### config.mk
export PLATFORM = sky130hd
export DESIGN_NAME = md_unit_param_flat
export DESIGN_NICKNAME = d
export VERILOG_FILES = /design/src/rtl/md_unit_param_if.sv /design/src/rtl/md_unit_param.sv /design/src/flat_wrapper.sv
export SDC_FILE = /design/constraint.sdc
export NUM_CORES = 2
export LEC_CHECK = 0
export BUFFER_PORTS_ARGS = -buffer_cell sky130_fd_sc_hd__clkbuf_2
export CAP_MARGIN = 20
export CORE_UTILIZATION = 55
export CTS_BUF_LIST = sky130_fd_sc_hd__clkbuf_16
export DETAILED_ROUTE_END_ITERATION = 7
export HOLD_SLACK_MARGIN = 0.15
export MAX_ROUTING_LAYER = met4
export PLACE_DENSITY_LB_ADDON = 0.25
export SYNTH_ARGS = -nofsm -noshare
export SYNTH_HDL_FRONTEND = slang
export SYNTH_SLANG_ARGS = --single-unit
### constraint.sdc
create_clock -name clk -period 19.3 [get_ports clk]
set_clock_uncertainty 0.2 [all_clocks]
set_input_delay 0.965 -clock clk [delete_from_list [all_inputs] [get_ports clk]]
set_output_delay 0.965 -clock clk [all_outputs]
set_load 0.1 [all_outputs]
### src/rtl/md_unit_param_if.sv
// -----------------------------------------------------------------------------
// md_unit_param_if
// Request/response bundle between the execute stage and md_unit_param.
//
// Parameters:
//    W      operand/result width
//    TAG_W  request tag width
//
// Signals:
//    req_valid / req_ready        request handshake (ready = unit idle)
//    req_op                       0 = multiply, 1 = divide
//    req_out_sel                  0 = low product / quotient, 1 = high product / remainder
//    req_in_1_signed/_2_signed    per-operand signedness
//    req_in_1 / req_in_2          multiplicand-dividend / multiplier-divisor
//    req_tag                      opaque tag returned with the result
//    kill                         abort the in-flight operation
//    resp_valid / resp_ready      response handshake
//    resp_result / resp_tag       result and its tag
//
// Modports: master = requester (execute stage), slave = the unit.
// -----------------------------------------------------------------------------
interface md_unit_param_if #(
   parameter int W     = 32,
   parameter int TAG_W = 5
);
   logic             req_valid;
   logic             req_ready;
   logic             req_op;
   logic             req_out_sel;
   logic             req_in_1_signed;
   logic             req_in_2_signed;
   logic [W-1:0]     req_in_1;
   logic [W-1:0]     req_in_2;
   logic [TAG_W-1:0] req_tag;
   logic             kill;
   logic             resp_valid;
   logic             resp_ready;
   logic [W-1:0]     resp_result;
   logic [TAG_W-1:0] resp_tag;

   modport master (
      output req_valid, req_op, req_out_sel, req_in_1_signed, req_in_2_signed,
             req_in_1, req_in_2, req_tag, kill, resp_ready,
      input  req_ready, resp_valid, resp_result, resp_tag
   );

   modport slave (
      input  req_valid, req_op, req_out_sel, req_in_1_signed, req_in_2_signed,
             req_in_1, req_in_2, req_tag, kill, resp_ready,
      output req_ready, resp_valid, resp_result, resp_tag
   );
endinterface

### src/rtl/md_unit_param.sv
// -----------------------------------------------------------------------------
// md_unit_param
// Iterative RV32M/RV64M multiply/divide unit with response backpressure,
// tag pass-through and kill.
//
// Parameters:
//    W        operand/result width (32 or 64)
//    MUL_BPC  multiplier bits retired per cycle (2, 4 or 8; divides W)
//    DIV_BPC  quotient bits retired per cycle (1 or 2)
//    TAG_W    request tag width
//
// Ports:
//    clk      clock
//    reset    synchronous active-high reset
//    bus      md_unit_param_if.slave (request/response handshake, kill)
//
// Optional build macro: MD_EARLY_OUT_EN - multiply terminates as soon as the
// unconsumed multiplier bits are pure sign extension. Results are unchanged.
//
// Latency (accept edge to first resp_valid): MUL W/MUL_BPC+1, DIV W/DIV_BPC+2,
// divide-by-zero and signed overflow 2.
// -----------------------------------------------------------------------------
module md_unit_param #(
   parameter int W       = 32,
   parameter int MUL_BPC = 4,
   parameter int DIV_BPC = 1,
   parameter int TAG_W   = 5
) (
   input  logic           clk,
   input  logic           reset,
   md_unit_param_if.slave bus
);

   localparam logic MD_OP_MUL  = 1'b0;
   localparam logic MD_OUT_HI  = 1'b1;
   localparam int   MUL_ITERS  = W / MUL_BPC;
   localparam int   DIV_ITERS  = W / DIV_BPC;
   localparam int   CNT_W      = $clog2(W + 1);

   typedef enum logic [2:0] {S_IDLE, S_MUL, S_DIV, S_FIX, S_DONE} state_t;

   state_t             state_q;
   logic [CNT_W-1:0]   cnt_q;
   logic               out_sel_q;
   logic [TAG_W-1:0]   tag_q;

   // multiply datapath
   logic [2*W-1:0]     mcand_q;
   logic [W-1:0]       mplier_q;
   logic               msign_q;
   logic [2*W-1:0]     acc_q;

   // divide datapath
   logic [W-1:0]       rem_q;
   logic [W-1:0]       quo_q;
   logic [W-1:0]       dvs_q;
   logic [W-1:0]       dvd_q;
   logic               q_neg_q;
   logic               r_neg_q;
   logic               special_q;
   logic               divz_q;

   // registered outputs
   logic               req_ready_q;
   logic               resp_valid_q;
   logic [W-1:0]       resp_result_q;
   logic [TAG_W-1:0]   resp_tag_q;

   assign bus.req_ready   = req_ready_q;
   assign bus.resp_valid  = resp_valid_q;
   assign bus.resp_result = resp_result_q;
   assign bus.resp_tag    = resp_tag_q;

   // ---------------------------------------------------------------- request
   logic               in_a_neg, in_b_neg;
   logic [W-1:0]       in_a_mag, in_b_mag;
   logic               in_divz, in_ovf, accept;

   always_comb begin
      in_a_neg = bus.req_in_1_signed & bus.req_in_1[W-1];
      in_b_neg = bus.req_in_2_signed & bus.req_in_2[W-1];
      in_a_mag = in_a_neg ? -bus.req_in_1 : bus.req_in_1;
      in_b_mag = in_b_neg ? -bus.req_in_2 : bus.req_in_2;
      in_divz  = (bus.req_in_2 == '0);
      in_ovf   = bus.req_in_1_signed & bus.req_in_2_signed &
                 (bus.req_in_1 == {1'b1, {(W-1){1'b0}}}) & (bus.req_in_2 == '1);
      accept   = bus.req_valid & req_ready_q;
   end

   // ---------------------------------------------------------------- multiply
   // Each step adds mcand * (next MUL_BPC-bit multiplier digit). Digits are
   // unsigned except the top one, which carries negative weight for a signed
   // multiplier, so the 2W-bit sum is the exact product.
   logic [MUL_BPC-1:0] mul_digit;
   logic               mul_last, mul_early;
   logic [2*W-1:0]     mul_partial, mcand_d, acc_d;
   logic [W-1:0]       mplier_d;

   always_comb begin
      mul_digit   = mplier_q[MUL_BPC-1:0];
      mul_last    = (cnt_q == CNT_W'(1));
      mul_partial = mcand_q * {{(2*W-MUL_BPC){1'b0}}, mul_digit};
      if (mul_last && msign_q && mul_digit[MUL_BPC-1])
         mul_partial = mul_partial - (mcand_q << MUL_BPC);
      mcand_d  = mcand_q << MUL_BPC;
      mplier_d = {{MUL_BPC{msign_q}}, mplier_q[W-1:MUL_BPC]};
      acc_d    = acc_q + mul_partial;
      mul_early = 1'b0;
`ifdef MD_EARLY_OUT_EN
      // Remaining digits all sign bits: they contribute 0 (unsigned/positive)
      // or exactly -mcand at the current weight (negative), so finish now.
      if (!mul_last && (mplier_d == {W{msign_q}})) begin
         mul_early = 1'b1;
         if (msign_q)
            acc_d = acc_d - mcand_d;
      end
`endif
   end

   // ---------------------------------------------------------------- divide
   // Restoring steps chained DIV_BPC deep; the dividend shifts out of the top
   // of quo while quotient bits shift in at the bottom.
   logic [W-1:0] dv_rem [0:DIV_BPC];
   logic [W-1:0] dv_quo [0:DIV_BPC];

   assign dv_rem[0] = rem_q;
   assign dv_quo[0] = quo_q;

   generate
      for (genvar gi = 0; gi < DIV_BPC; gi++) begin : g_div_step
         logic [W:0] sh;
         logic [W:0] diff;
         assign sh   = {dv_rem[gi], dv_quo[gi][W-1]};
         assign diff = sh - {1'b0, dvs_q};
         // diff[W] set means the trial subtraction borrowed: restore.
         assign dv_rem[gi+1] = diff[W] ? sh[W-1:0] : diff[W-1:0];
         assign dv_quo[gi+1] = {dv_quo[gi][W-2:0], ~diff[W]};
      end
   endgenerate

   logic [W-1:0] fix_quo, fix_rem, special_res;

   always_comb begin
      fix_quo = q_neg_q ? -quo_q : quo_q;
      fix_rem = r_neg_q ? -rem_q : rem_q;
      if (divz_q)
         special_res = (out_sel_q == MD_OUT_HI) ? dvd_q : '1;
      else
         special_res = (out_sel_q == MD_OUT_HI) ? '0 : dvd_q;
   end

   // ---------------------------------------------------------------- FSM
   always_ff @(posedge clk) begin
      if (reset) begin
         state_q       <= S_IDLE;
         cnt_q         <= '0;
         out_sel_q     <= 1'b0;
         tag_q         <= '0;
         mcand_q       <= '0;
         mplier_q      <= '0;
         msign_q       <= 1'b0;
         acc_q         <= '0;
         rem_q         <= '0;
         quo_q         <= '0;
         dvs_q         <= '0;
         dvd_q         <= '0;
         q_neg_q       <= 1'b0;
         r_neg_q       <= 1'b0;
         special_q     <= 1'b0;
         divz_q        <= 1'b0;
         req_ready_q   <= 1'b1;
         resp_valid_q  <= 1'b0;
         resp_result_q <= '0;
         resp_tag_q    <= '0;
      end else begin
         case (state_q)
            S_IDLE: begin
               if (accept) begin
                  out_sel_q   <= bus.req_out_sel;
                  tag_q       <= bus.req_tag;
                  req_ready_q <= 1'b0;
                  if (bus.req_op == MD_OP_MUL) begin
                     state_q  <= S_MUL;
                     cnt_q    <= CNT_W'(MUL_ITERS);
                     mcand_q  <= {{W{in_a_neg}}, bus.req_in_1};
                     mplier_q <= bus.req_in_2;
                     msign_q  <= in_b_neg;
                     acc_q    <= '0;
                  end else begin
                     state_q   <= S_DIV;
                     // Special cases burn one dummy step so they still
                     // answer two cycles after accept.
                     cnt_q     <= (in_divz | in_ovf) ? CNT_W'(1) : CNT_W'(DIV_ITERS);
                     rem_q     <= '0;
                     quo_q     <= in_a_mag;
                     dvs_q     <= in_b_mag;
                     dvd_q     <= bus.req_in_1;
                     q_neg_q   <= in_a_neg ^ in_b_neg;
                     r_neg_q   <= in_a_neg;
                     special_q <= in_divz | in_ovf;
                     divz_q    <= in_divz;
                  end
               end
            end

            S_MUL: begin
               if (bus.kill) begin
                  state_q     <= S_IDLE;
                  req_ready_q <= 1'b1;
               end else if (cnt_q == '0) begin
                  state_q       <= S_DONE;
                  resp_valid_q  <= 1'b1;
                  resp_tag_q    <= tag_q;
                  resp_result_q <= (out_sel_q == MD_OUT_HI) ? acc_q[2*W-1:W] : acc_q[W-1:0];
               end else begin
                  acc_q    <= acc_d;
                  mcand_q  <= mcand_d;
                  mplier_q <= mplier_d;
                  cnt_q    <= mul_early ? '0 : cnt_q - CNT_W'(1);
               end
            end

            S_DIV: begin
               if (bus.kill) begin
                  state_q     <= S_IDLE;
                  req_ready_q <= 1'b1;
               end else if (cnt_q == '0) begin
                  if (special_q) begin
                     state_q       <= S_DONE;
                     resp_valid_q  <= 1'b1;
                     resp_tag_q    <= tag_q;
                     resp_result_q <= special_res;
                  end else begin
                     state_q <= S_FIX;
                  end
               end else begin
                  rem_q <= dv_rem[DIV_BPC];
                  quo_q <= dv_quo[DIV_BPC];
                  cnt_q <= cnt_q - CNT_W'(1);
               end
            end

            S_FIX: begin
               if (bus.kill) begin
                  state_q     <= S_IDLE;
                  req_ready_q <= 1'b1;
               end else begin
                  state_q       <= S_DONE;
                  resp_valid_q  <= 1'b1;
                  resp_tag_q    <= tag_q;
                  resp_result_q <= (out_sel_q == MD_OUT_HI) ? fix_rem : fix_quo;
               end
            end

            S_DONE: begin
               // Result and tag stay put until consumed or killed.
               if (bus.kill || bus.resp_ready) begin
                  state_q      <= S_IDLE;
                  resp_valid_q <= 1'b0;
                  req_ready_q  <= 1'b1;
               end
            end

            default: begin
               state_q      <= S_IDLE;
               resp_valid_q <= 1'b0;
               req_ready_q  <= 1'b1;
            end
         endcase
      end
   end

endmodule
### src/flat_wrapper.sv
// flat-port wrapper written by rule: the top's interface ports become plain ports
module md_unit_param_flat 
#(
   parameter int W       = 32,
   parameter int MUL_BPC = 4,
   parameter int DIV_BPC = 1,
   parameter int TAG_W   = 5
)
  (clk, reset, bus_req_valid, bus_req_op, bus_req_out_sel, bus_req_in_1_signed, bus_req_in_2_signed, bus_req_in_1, bus_req_in_2, bus_req_tag, bus_kill, bus_resp_ready, bus_req_ready, bus_resp_valid, bus_resp_result, bus_resp_tag);
  md_unit_param_if #(.W(W), .TAG_W(TAG_W)) bus_i ();
  input  logic clk;
  input  logic reset;
  input wire logic [$bits(bus_i.req_valid)-1:0] bus_req_valid;
  input wire logic [$bits(bus_i.req_op)-1:0] bus_req_op;
  input wire logic [$bits(bus_i.req_out_sel)-1:0] bus_req_out_sel;
  input wire logic [$bits(bus_i.req_in_1_signed)-1:0] bus_req_in_1_signed;
  input wire logic [$bits(bus_i.req_in_2_signed)-1:0] bus_req_in_2_signed;
  input wire logic [$bits(bus_i.req_in_1)-1:0] bus_req_in_1;
  input wire logic [$bits(bus_i.req_in_2)-1:0] bus_req_in_2;
  input wire logic [$bits(bus_i.req_tag)-1:0] bus_req_tag;
  input wire logic [$bits(bus_i.kill)-1:0] bus_kill;
  input wire logic [$bits(bus_i.resp_ready)-1:0] bus_resp_ready;
  output wire logic [$bits(bus_i.req_ready)-1:0] bus_req_ready;
  output wire logic [$bits(bus_i.resp_valid)-1:0] bus_resp_valid;
  output wire logic [$bits(bus_i.resp_result)-1:0] bus_resp_result;
  output wire logic [$bits(bus_i.resp_tag)-1:0] bus_resp_tag;
  assign bus_i.req_valid = bus_req_valid;
  assign bus_i.req_op = bus_req_op;
  assign bus_i.req_out_sel = bus_req_out_sel;
  assign bus_i.req_in_1_signed = bus_req_in_1_signed;
  assign bus_i.req_in_2_signed = bus_req_in_2_signed;
  assign bus_i.req_in_1 = bus_req_in_1;
  assign bus_i.req_in_2 = bus_req_in_2;
  assign bus_i.req_tag = bus_req_tag;
  assign bus_i.kill = bus_kill;
  assign bus_i.resp_ready = bus_resp_ready;
  assign bus_req_ready = bus_i.req_ready;
  assign bus_resp_valid = bus_i.resp_valid;
  assign bus_resp_result = bus_i.resp_result;
  assign bus_resp_tag = bus_i.resp_tag;
  md_unit_param #(.W(W), .MUL_BPC(MUL_BPC), .DIV_BPC(DIV_BPC), .TAG_W(TAG_W)) u_core (.clk(clk), .reset(reset), .bus(bus_i));
endmodule
==> metrics.csv <==
metric;value;unit
# fillers;5696;
number of max-cap violations;0;
root buf cell;clkbuf_16;
Longest Clk Path Bufs;3;
# resized after CTS;0;
asr flop ratio synth;0;%
actual slew at the worst max-slew pin;1.068;ns
Clock Pin Slew Worst Setup and Hold Paths;0.06;ns
Detailed Place HPWL;81620;um
initial drt markers;3814;
status;complete, no violations;
GPL Wtd Cong;0.9840;
sequential-to-total area share from yosys stat;20.26;%
DR vias;33660;
endpoints failing setup;0;
fin. max-slew vios;0;
worst hold path class;flop to flop;
worst-skew pair later-pin latency;0.60;ns
RR Endpoint;u_core.acc_q[61];
Die W;251.7;um
placeable core region;61600;sq um
Main synth FF type;dfxtp_1;
Post-DRT Antenna Nets;0;
area of the multi-input gates;25000;sq um
startpoint type of the worst setup path;flop;
Synth Instances;4697;
Vias/cell;6.129;
synthesized net count;5128;
Fmax;0.09712;GHz
Worst setup EP type;flop;
share of the synthesized area in the top cell type;20.26;%
Initial Util;55.65;%
Nets;5047;
die height;251.7;um
Post-CTS Repair Setup Buffers;0;
peak supply drop;0.00006904;V
Area Growth Syn to Fin;6.968;%
Rows;91;
hold-fix buffers at CTS;0;
reg2reg start;u_core.mplier_q[2];
number of H-tree levels;2;
RSZ-0062 raised after global routing;no;
total power;4.409;mW
die area;63330;sq um
syn_area_per_cell;7.298;sq um
Num CTS Buffers;44;
Max-slew headroom;26.97;%
global-route wire length before repair;171900;um
Slowest cell on crit path;fa_1;
worst setup path class;flop to flop;
#FFs+latches synth;347;
clock sink total;347;
register area;6958;sq um
Reg2Reg Depth;39;
DR pass1 iterations;6;
vias in the first global route;30210;
DRC violations left;0;
grt total ovfl;0;
count leader, synth;nand2_1;
Post-Synthesis Cell Area;34280;sq um
post-synth cell types;69;
largest net degree at the start of global routing;120;
fin crit period;10.30;ns
initial antenna violation count;4;
area leader, netlist;dfxtp_1;
YS warnings;0;
period utilisation layout;53.35;%
CTS tree;done;
Fin. Hold Viols;0;
total track usage;35.09;%
Routed WL;110400;um
ranking of synthesized cells by area;dfxtp_1, ha_1, nand2_1, fa_1, a21oi_1;
CP required;19.58;ns
share of layout cells above drive strength 1;5.914;%
EDFF count, synth;0;
power density over the cells;120.2;nW/um^2
most frequent cells after synthesis;nand2_1, a21oi_1, nor2_1;
IO Count;117;
Hold Path Stages;2;
worst reg-to-reg setup slack;9.00;ns
leakage;15.93;nW
WL/cell;20.11;um
crit path capture;u_core.acc_q[61];
delay of the slowest critical-path stage;0.55;ns
port bufs;116;
CP max FO;63;
Setup crit start;u_core.mplier_q[2];
Crit path arrival time;10.57;ns
Fin Setup TNS;0;ns
## area by class of cell
type	instances	area share [%]
multi-input cells	3715	68.16
flip-flops and latches	347	18.97
inverters	358	3.665
clock buffers	44	3.003
well taps	837	2.856
repair buffers	150	2.423
clock inverters	36	0.8803
diodes	5	0.03412
## through the flow
step           instances  cell area [sq um]  worst slack [ns]  hold slack, ns  utilization, %
4_1_cts             5483              36580             9.010          0.2527           59.39
2_1_floorplan       4697              34280             10.34          0.2312               -
6_report            5492              36670             9.003          0.2491           59.53
5_1_grt             5491              36670             8.213          0.2678           59.53
3_5_place_dp        5403              35160             9.061          0.2445           57.08
3_3_place_gp        5403              35160             9.219          0.2357           57.08
## cell usage in the layout, fill, tap and decap left out, drive strengths merged, types with 88 or more instances in the layout
cell    count
o21ai     252
nor2      373
fa        124
dfxtp     347
xor2      121
nand3      88
a21o      130
xnor2     195
and2      162
a211oi    144
ha        229
nand2     707
clkbuf    159
inv       365
a21oi     373
## registers in the layout, indices dropped and copies added, names as in the netlist
signal / cells
u_core.acc_q: 64
u_core.mcand_q: 64
u_core.bus.resp_result: 32
u_core.dvd_q: 32
u_core.dvs_q: 32
u_core.mplier_q: 32
u_core.quo_q: 32
u_core.rem_q: 32
u_core.cnt_q: 6
u_core.bus.resp_tag: 5
u_core.tag_q: 5
u_core.state_q: 3
u_core.bus.req_ready: 1
u_core.bus.resp_valid: 1
u_core.divz_q: 1
u_core.msign_q: 1
u_core.out_sel_q: 1
u_core.q_neg_q: 1
u_core.r_neg_q: 1
u_core.special_q: 1
## worst max-delay path: cells and delay by family (launching register included)
kind                       cells  cell delay, ns
adders and majority gates      5            2.28
DFF                            1            0.31
and+or+nand+nor                6            1.27
buffers and inverters          2            0.57
AOI/OAI and AO/OA             23            5.06
xor gates and xnor gates       3            0.50
## worst min path at each step
stage | end | slack (ns) | from
2_1_floorplan | u_core.bus.resp_tag[0] | 0.23 | u_core.tag_q[0]
3_3_place_gp | u_core.bus.resp_tag[2] | 0.24 | u_core.tag_q[2]
3_5_place_dp | u_core.bus.resp_tag[0] | 0.24 | u_core.tag_q[0]
4_1_cts | u_core.bus.resp_tag[0] | 0.25 | u_core.tag_q[0]
5_1_grt | u_core.bus.resp_tag[4] | 0.27 | u_core.bus.resp_tag[4]
6_report | u_core.bus.resp_tag[0] | 0.25 | u_core.tag_q[0]
## cells by family after synthesis
kind of cell	count (synthesis)	synth area share [%]
fa+ha+maj	353	15.60
mux	80	2.361
flops	347	20.26
simple gates	1648	21.95
buf+inv	635	6.982
compound gates	1318	24.77
xor+xnor	316	8.074
## report_power, final
group	switching (mW)	total [mW]	leakage, nW	internal, mW
Sequential	0.169	1.01	2.82	0.839
Clock	0.359	0.832	0.714	0.473
Combinational	1.60	2.57	12.4	0.966
## per-layer routing
layer  global-route usage [%]  routed length [um]  up-vias
li1                         -                   -    16210
met1                    49.80               51290    15900
met2                    50.09               45810     1357
met3                    6.376                9581      202
met4                    10.89                3742        0
met5                        -                   0        -
Power figures use the tool's default switching activity.
